`src/rtl/inst_prefetch_if.sv`:
```
// Bundles the prefetch unit's redirect, arbiter client and decode-side signals.
// master = prefetch unit, slave = surrounding core (arbiter, execute, decode).
interface inst_prefetch_if #(
    parameter int M_WIDTH    = 32,
    parameter int INST_WIDTH = 32,
    parameter int CNT_W      = 3
);
    logic                  flush;
    logic [M_WIDTH-1:0]    flush_pc;
    logic                  mem_req;
    logic [M_WIDTH-1:0]    mem_addr;
    logic                  mem_ready;
    logic [M_WIDTH-1:0]    mem_data_in;
    logic                  out_valid;
    logic [INST_WIDTH-1:0] out_inst;
    logic [M_WIDTH-1:0]    out_pc;
    logic                  out_pop;
    logic [CNT_W-1:0]      count;

    modport master (
        input  flush, flush_pc, mem_ready, mem_data_in, out_pop,
        output mem_req, mem_addr, out_valid, out_inst, out_pc, count
    );

    modport slave (
        output flush, flush_pc, mem_ready, mem_data_in, out_pop,
        input  mem_req, mem_addr, out_valid, out_inst, out_pc, count
    );
endinterface

```
`src/rtl/inst_prefetch.sv`:
```
// Instruction prefetch queue: fetches sequential words ahead of decode into a PC-tagged FIFO.
// Optional PREFETCH_STATS_EN adds saturating fetched/discarded word counters.
//
// state | meaning
// IDLE  | no request outstanding; waiting for queue space
// REQ   | read outstanding at mem_addr_q, mem_req held
// DROP  | flushed while outstanding; swallow the returning word
module inst_prefetch #(
    parameter int unsigned          M_WIDTH    = 32,
    parameter int unsigned          INST_WIDTH = 32,
    parameter int unsigned          DEPTH      = 4,
    parameter logic [M_WIDTH-1:0]   RESET_PC   = '0
) (
    input  logic             clk_i,
    input  logic             rst_i,
    inst_prefetch_if.master  pf_if
`ifdef PREFETCH_STATS_EN
    ,
    output logic [31:0]      stat_fetched_o,
    output logic [31:0]      stat_discarded_o
`endif
);
    localparam int PW = $clog2(DEPTH);
    localparam int CW = PW + 1;
    localparam logic [M_WIDTH-1:0] STEP = M_WIDTH'(INST_WIDTH / 8);

    typedef enum logic [1:0] {IDLE, REQ, DROP} state_e;

    state_e             state_q, state_d;
    logic [M_WIDTH-1:0] next_pc_q, next_pc_d;
    logic [M_WIDTH-1:0] mem_addr_q, mem_addr_d;
    logic [PW-1:0]      rd_ptr_q, rd_ptr_d;
    logic [PW-1:0]      wr_ptr_q, wr_ptr_d;
    logic [CW-1:0]      count_q, count_d;

    logic [M_WIDTH-1:0]    pc_mem   [DEPTH];
    logic [INST_WIDTH-1:0] inst_mem [DEPTH];

    logic          pop, push, space_after;
    logic [CW-1:0] count_after;

    assign pop         = pf_if.out_pop && (count_q != '0);
    assign push        = (state_q == REQ) && pf_if.mem_ready && !pf_if.flush;
    assign count_after = count_q + CW'(push) - CW'(pop);
    // The outstanding request reserves a slot, so issue only if one remains free.
    assign space_after = count_after < CW'(DEPTH);

    always_comb begin
        state_d    = state_q;
        next_pc_d  = next_pc_q;
        mem_addr_d = mem_addr_q;
        rd_ptr_d   = rd_ptr_q + PW'(pop);
        wr_ptr_d   = wr_ptr_q + PW'(push);
        count_d    = count_after;
        case (state_q)
            IDLE: begin
                if (pf_if.flush) begin
                    next_pc_d = pf_if.flush_pc;
                end else if (space_after) begin
                    state_d    = REQ;
                    mem_addr_d = next_pc_q;
                end
            end
            REQ: begin
                if (pf_if.flush) begin
                    next_pc_d = pf_if.flush_pc;
                    state_d   = pf_if.mem_ready ? IDLE : DROP;
                end else if (pf_if.mem_ready) begin
                    next_pc_d = mem_addr_q + STEP;
                    if (space_after) begin
                        mem_addr_d = mem_addr_q + STEP;
                    end else begin
                        state_d = IDLE;
                    end
                end
            end
            DROP: begin
                if (pf_if.flush) begin
                    next_pc_d = pf_if.flush_pc;
                end
                if (pf_if.mem_ready) begin
                    state_d = IDLE;
                end
            end
            default: state_d = IDLE;
        endcase
        if (pf_if.flush) begin
            rd_ptr_d = '0;
            wr_ptr_d = '0;
            count_d  = '0;
        end
    end

    always_ff @(posedge clk_i) begin
        if (rst_i) begin
            state_q    <= IDLE;
            next_pc_q  <= RESET_PC;
            mem_addr_q <= RESET_PC;
            rd_ptr_q   <= '0;
            wr_ptr_q   <= '0;
            count_q    <= '0;
        end else begin
            state_q    <= state_d;
            next_pc_q  <= next_pc_d;
            mem_addr_q <= mem_addr_d;
            rd_ptr_q   <= rd_ptr_d;
            wr_ptr_q   <= wr_ptr_d;
            count_q    <= count_d;
        end
    end

    always_ff @(posedge clk_i) begin
        if (!rst_i && push) begin
            pc_mem[wr_ptr_q]   <= mem_addr_q;
            inst_mem[wr_ptr_q] <= pf_if.mem_data_in[INST_WIDTH-1:0];
        end
    end

    assign pf_if.mem_req   = (state_q == REQ);
    assign pf_if.mem_addr  = mem_addr_q;
    assign pf_if.out_valid = (count_q != '0);
    assign pf_if.out_inst  = inst_mem[rd_ptr_q];
    assign pf_if.out_pc    = pc_mem[rd_ptr_q];
    assign pf_if.count     = count_q;

`ifdef PREFETCH_STATS_EN
    logic [31:0] fetched_q, discarded_q;
    logic [32:0] disc_inc, disc_sum;

    // Queued words the consumer did not take, plus the word still owed by the arbiter.
    assign disc_inc = 33'(count_q) - 33'(pop) + 33'(state_q == REQ);
    assign disc_sum = {1'b0, discarded_q} + disc_inc;

    always_ff @(posedge clk_i) begin
        if (rst_i) begin
            fetched_q   <= '0;
            discarded_q <= '0;
        end else begin
            if (push && (fetched_q != '1)) begin
                fetched_q <= fetched_q + 32'd1;
            end
            if (pf_if.flush) begin
                discarded_q <= disc_sum[32] ? '1 : disc_sum[31:0];
            end
        end
    end

    assign stat_fetched_o   = fetched_q;
    assign stat_discarded_o = discarded_q;
`endif
endmodule

```
`src/flat_wrapper.sv`:
```
// flat-port wrapper written by rule: the top's interface ports become plain ports
module inst_prefetch_flat 
#(
    parameter int unsigned          M_WIDTH    = 32,
    parameter int unsigned          INST_WIDTH = 32,
    parameter int unsigned          DEPTH      = 4,
    parameter logic [M_WIDTH-1:0]   RESET_PC   = '0
)
  (clk_i, rst_i, pf_if_flush, pf_if_flush_pc, pf_if_mem_ready, pf_if_mem_data_in, pf_if_out_pop, pf_if_mem_req, pf_if_mem_addr, pf_if_out_valid, pf_if_out_inst, pf_if_out_pc, pf_if_count);
  inst_prefetch_if #(.M_WIDTH(M_WIDTH), .INST_WIDTH(INST_WIDTH), .CNT_W((3))) pf_if_i ();
  input  logic clk_i;
  input  logic rst_i;
  input wire logic [$bits(pf_if_i.flush)-1:0] pf_if_flush;
  input wire logic [$bits(pf_if_i.flush_pc)-1:0] pf_if_flush_pc;
  input wire logic [$bits(pf_if_i.mem_ready)-1:0] pf_if_mem_ready;
  input wire logic [$bits(pf_if_i.mem_data_in)-1:0] pf_if_mem_data_in;
  input wire logic [$bits(pf_if_i.out_pop)-1:0] pf_if_out_pop;
  output wire logic [$bits(pf_if_i.mem_req)-1:0] pf_if_mem_req;
  output wire logic [$bits(pf_if_i.mem_addr)-1:0] pf_if_mem_addr;
  output wire logic [$bits(pf_if_i.out_valid)-1:0] pf_if_out_valid;
  output wire logic [$bits(pf_if_i.out_inst)-1:0] pf_if_out_inst;
  output wire logic [$bits(pf_if_i.out_pc)-1:0] pf_if_out_pc;
  output wire logic [$bits(pf_if_i.count)-1:0] pf_if_count;
  assign pf_if_i.flush = pf_if_flush;
  assign pf_if_i.flush_pc = pf_if_flush_pc;
  assign pf_if_i.mem_ready = pf_if_mem_ready;
  assign pf_if_i.mem_data_in = pf_if_mem_data_in;
  assign pf_if_i.out_pop = pf_if_out_pop;
  assign pf_if_mem_req = pf_if_i.mem_req;
  assign pf_if_mem_addr = pf_if_i.mem_addr;
  assign pf_if_out_valid = pf_if_i.out_valid;
  assign pf_if_out_inst = pf_if_i.out_inst;
  assign pf_if_out_pc = pf_if_i.out_pc;
  assign pf_if_count = pf_if_i.count;
  inst_prefetch #(.M_WIDTH(M_WIDTH), .INST_WIDTH(INST_WIDTH), .DEPTH(DEPTH), .RESET_PC(RESET_PC)) u_core (.clk_i(clk_i), .rst_i(rst_i), .pf_if(pf_if_i));
endmodule
```
`config.mk`:
```
export PLATFORM = sky130hd
export DESIGN_NAME = inst_prefetch_flat
export DESIGN_NICKNAME = d
export VERILOG_FILES = /design/src/rtl/inst_prefetch_if.sv /design/src/rtl/inst_prefetch.sv /design/src/flat_wrapper.sv
export SDC_FILE = /design/constraint.sdc
export NUM_CORES = 1
export LEC_CHECK = 0
export ABC_AREA = 1
export CAP_MARGIN = 20
export CORE_ASPECT_RATIO = 2
export CORE_MARGIN = 2
export CORE_UTILIZATION = 31
export DETAILED_ROUTE_END_ITERATION = 12
export GPL_TIMING_DRIVEN = 0
export PLACE_DENSITY = 0.62
export RECOVER_POWER = 50
export SLEW_MARGIN = 20
export SYNTH_ARGS = -nofsm -noshare
export SYNTH_HDL_FRONTEND = slang
export SYNTH_SLANG_ARGS = --single-unit
export TNS_END_PERCENT = 5
```
`constraint.sdc`:
```
create_clock -name clk_i -period 18.55 [get_ports clk_i]
set_input_delay 3.71 -clock clk_i [delete_from_list [all_inputs] [get_ports clk_i]]
set_output_delay 3.71 -clock clk_i [all_outputs]
set_load 0.01 [all_outputs]
```
# --- Word-level counts from Yosys, hierarchy flattened ---
# Memory sizes are Yosys's and may differ from the RTL's. A register that Yosys moved wholly into a read port is not among the register bits.
# Cells that the tools add are included.
op_classes:
  addsub: 5
  n_lt_le_gt_ge: 1
  eq_ne: 11
  n_mux: 22
  n_reduce_logical: 15
ops:
  columns: ["operator", "count"]
  rows:
  - ["$mux W32", 8]
  - ["$pmux W32 S2", 2]
  - ["$add A32 B3 Y32 const B", 1]
  - ["$mux W2", 9]
  - ["$ne A2 B2 Y1 const B", 4]
  - ["$ne A2 B1 Y1 const B", 3]
  - ["$ne A3 B3 Y1 const B", 2]
  - ["$pmux W2 S3", 1]
  - ["$reduce_and A6 Y1", 1]
  - ["$reduce_and A5 Y1", 1]
  - ["$add A2 B1 Y2", 2]
  - ["$logic_and A1 B1 Y1", 4]
  - ["$reduce_bool A2 Y1", 2]
  - ["$reduce_or A2 Y1", 2]
  - ["$add A3 B1 Y3", 1]
  - ["$lt A3 B3 Y1 const B", 1]
  - ["$reduce_and A3 Y1", 1]
  - ["$reduce_bool A3 Y1", 1]
  - ["$sub A3 B1 Y3", 1]
  - ["$eq A2 B1 Y1 const B", 1]
  - ["$eq A2 B2 Y1 const B", 1]
  - ["$logic_not A1 Y1", 2]
  - ["$logic_not A2 Y1", 1]
  - ["$mux W1", 2]
word_totals:
  regBits: 73
  mem_bits_rw: 256
  output_inout_bits: 101
  word_cells: 62
  mem_count: 2
mem_list:
  columns: ["memory", "depth", "width", "rd", "rd_clocked_by_memory_dff", "wr", "line", "source"]
  rows:
  - ["u_core.inst_mem", 4, 32, 1, 1, 1, "inst_prefetch.sv:37", "logic [INST_WIDTH-1:0] inst_mem [DEPTH];"]
  - ["u_core.pc_mem", 4, 32, 1, 1, 1, "inst_prefetch.sv:36", "logic [M_WIDTH-1:0] pc_mem [DEPTH];"]

# --- Longest topological paths before layout ---
depth:
  ltp_word: 10
  ltp_mapped: 17
  ltp_nobuf: 16

# --- Worst setup path before layout ---
# No wires, ideal clock.
synth_path:
  path_kind: "in2reg"
  from: "input port rst_i"
  to: "memory u_core.inst_mem[0][0], enable pin"
  setup_time_ns: 0.565
  t_arrival_ns: 8.732
  setup_slack_ns: 9.253
  cell_stages: 5
  path_buffers: 2
  cell_sequence: "clkbuf_1 inv_1 clkbuf_1 nand2_1 nor3_1"
synth_via:
  elab_chain_len: 4
synth_rtl:
  columns: ["element", "line", "source"]
  rows:
  - ["start: declaration", "flat_wrapper.sv:12", "input logic rst_i;"]
  - ["$logic_not A1 Y1", "inst_prefetch.sv:113", "if (!rst_i && push) begin"]
  - ["$logic_and A1 B1 Y1", "inst_prefetch.sv:113", null]
  - ["$mux W1", "inst_prefetch.sv:113", null]
  - ["$mux W1 (implied by the code)", "inst_prefetch.sv:115", "inst_mem[wr_ptr_q] <= pf_if.mem_data_in[INST_WIDTH-1:0];"]
  - ["end: declaration", "inst_prefetch.sv:37", null]
# Every way passes these cells.

==> metrics <==
post-synthesis sequential area ratio 68.4%; Clock Skew 0.0112 ns; via count roughly 10k; Nets around 1.6k; Register Area approximately 9100 sq um; Max Fclk 144 MHz; metal2 WL ~22,000 um; fin cells ~2.0k; core area ~43,000 sq um; setup violators final 0; maximum vdd drop around 0.000060 V; footprint of the multi-input gates between 3000 and 4000 sq um; max_slew headroom 21.8%; min Tclk post-route approximately 7 ns; crit path max fanout 10; DRT met1 WL around 14,000 um; Cells after DPL around 2k; initial antenna violation count 1; drt first pass iters 7; Layout area overhead 26.3%; Overflow after GRT 0; initial core utilization a little under a third; Setup crit start kind flip-flop; largest net degree at the start of global routing 17; Syn Nets ~1.3k; synth unique cells 29; post_cts resized 0; WS Path Type flip-flop to output port; Crit path max-delay family buffers and inverters; CP cell instances inv_1 -> clkbuf_1 -> clkbuf_1 -> o21ai_0 -> o22ai_1 -> clkdlybuf4s50_1; fin crit share a little under two fifths; DP HPWL around 31,000 um; Final Max Slew Viols 0; Lkg Pwr slightly below 6 nW; Yosys warnings 0; most common cell after layout, fill and taps aside edfxtp_1; Port Buffers ~170; max cap viols 0; Setup Buffers After CTS 0; slowest stage cell, crit path clkdlybuf4s50_1; final hold vios 0; leading area contributor after synthesis edfxtp_1; Hold Crit Class flip-flop to flip-flop; CTS Buf Count 29; Syn Std Cell Area approximately 13,000 sq um; power per cell area just over 90 nW/um^2; Antenna Nets Post-Route 0; Layout fillers a little over 4k; gr usage total between 10% and 20%; first-pass GRT wire length 59,900 um; H-tree levels 1; required time of the worst setup path between 10 and 15 ns; routed length per instance approximately 20 um; Vias/cell 5.02; most frequent cells in the layout edfxtp_1 (256), o21ai_0 (200), nor2_1 (192); CTS Hold Bufs 0; CP Buf/Inv Count 4; worst-skew pair later-pin latency 0.56 ns; die width 151 um; Crit path largest cell delay ~0.63 ns; share of layout cells above drive strength 1 6.68%; average cell area after synthesis about 11 sq um; placer congestion estimate slightly above 0.9; Seq cells post-synth ~330; status completed; Worst EP arrival 3.22 ns; uppermost layer routed met4; worst slew pin tran 1.16 ns; setup TNS 0 ns; DRT iter0 DRCs between 500 and 600; Die Y a little under 300 um; root buf cell clkbuf_16; dominant cells by area after synthesis edfxtp_1 (57%), dfxtp_1 (11%), o21ai_0 (7.4%); # DRC 0; Clock transition at path regs approximately 0.070 ns; CP dominant cell by count clkbuf_1; top-area cell type share of the netlist area between 50 and 60%; RSZ-0062 raised after global routing false; Cells after Synth roughly 1.2k; IO Count 170; final WL approximately 41,000 um; CTS tree yes; WL met3 1950 um; num rows 107; worst-case clock buffer depth 3; CTS sink count 329; antenna cells 0; Pwr Total 1.56 mW; number of global-route vias before repair around 11k; die area approximately 45,000 sq um; Worst setup EP type output port
-- per-layer routing --
layer | vias to the layer above | track usage, %
li1 | 4864 | -
met1 | 4932 | 16.7
met2 | 338 | 34.4
met3 | 124 | 2.30
met4 | 0 | 11.5
met5 | - | 0
-- flip-flops by register name, summed over array words and instances (netlist names) --
name                   count
u_core.inst_mem          128
u_core.next_pc_q          32
u_core.pc_mem            128
u_core.pf_if.count         3
u_core.pf_if.mem_addr     32
u_core.rd_ptr_q            2
u_core.state_q             2
u_core.wr_ptr_q            2
-- worst reg2reg max path: stages, from the launching register on --
cell and delay [ns]:
dfxtp_1 0.39, inv_2 0.11, nor2_4 0.16, inv_2 0.11
nor3_1 0.33, nand2_1 0.18, nor3_1 0.89, buf_4 0.35
buf_4 0.23, buf_4 0.23, buf_6 0.18
-- area by class of cell --
cell class / count / share of cell area (%)
multi-input combinational: 789 / 22.1
buffer: 72 / 1.72
tap: 545 / 4.04
inverter: 54 / 1.20
timing repair buffer: 203 / 11.6
clock inverter: 19 / 0.933
sequential: 329 / 54.1
clock buffer: 31 / 4.34
-- report_power, final --
part           internal, mW  switching, mW
clock                 0.313          0.261
combinational        0.0551         0.0774
sequential            0.819         0.0300
-- cell families (layout without fill, tap and decap cells) --
logic type      Yosys count  count (layout)  synth area share (%)
xor+xnor                 14              14                 0.917
buf+inv                 126             379                  3.72
compound gates          377             377                  14.8
simple gates            394             394                  11.7
flops                   329             329                  68.4
fa+ha+maj                 4               4                 0.430
-- worst paths after layout --
kind | slack, ns | start | endpoint | cells after the start
worst min-delay path | 0.47 | u_core.next_pc_q[5]$_SDFFE_PP0P_ | u_core.next_pc_q[5]$_SDFFE_PP0P_ | 2
worst max register to register | 15.10 | u_core.state_q[0]$_SDFFE_PP0P_ | u_core.inst_mem[1][8]$_DFFE_PP_ | 10
worst max-delay path | 11.62 | u_core.rd_ptr_q[0]$_SDFF_PP0_ | pf_if_out_pc[27] | 6
worst min register to register | 0.47 | u_core.next_pc_q[5]$_SDFFE_PP0P_ | u_core.next_pc_q[5]$_SDFFE_PP0P_ | 2
-- metrics by stage --
step / instance area (sq um) / worst slack, ns / util, % / hold slack (ns)
global route: 16900 / 11.52 / 39.7 / 0.486
detailed placement: 16000 / 11.76 / 37.7 / 0.455
floorplan: 13400 / 9.25 / - / 0.444
finish: 16900 / 11.62 / 39.7 / 0.466
global placement: 15700 / 4.90 / 37.0 / 0.451
CTS: 16900 / 11.54 / 39.8 / 0.466
-- synth_stat cells, drive strengths merged --
cell type / instances
edfxtp: 256
o21ai: 202
nor2: 197
nand2: 153
a21oi: 104
dfxtp: 73
o22ai: 64
clkbuf: 55
inv: 54
nand3: 30
buf: 17
xor2: 9
nor3: 6
or2: 5
xnor2: 5
a31oi: 4
ha: 3
a21boi: 2
and2: 2
a211oi: 1
fa: 1
nand4: 1
Note: power is estimated with default switching activity, not from simulation.
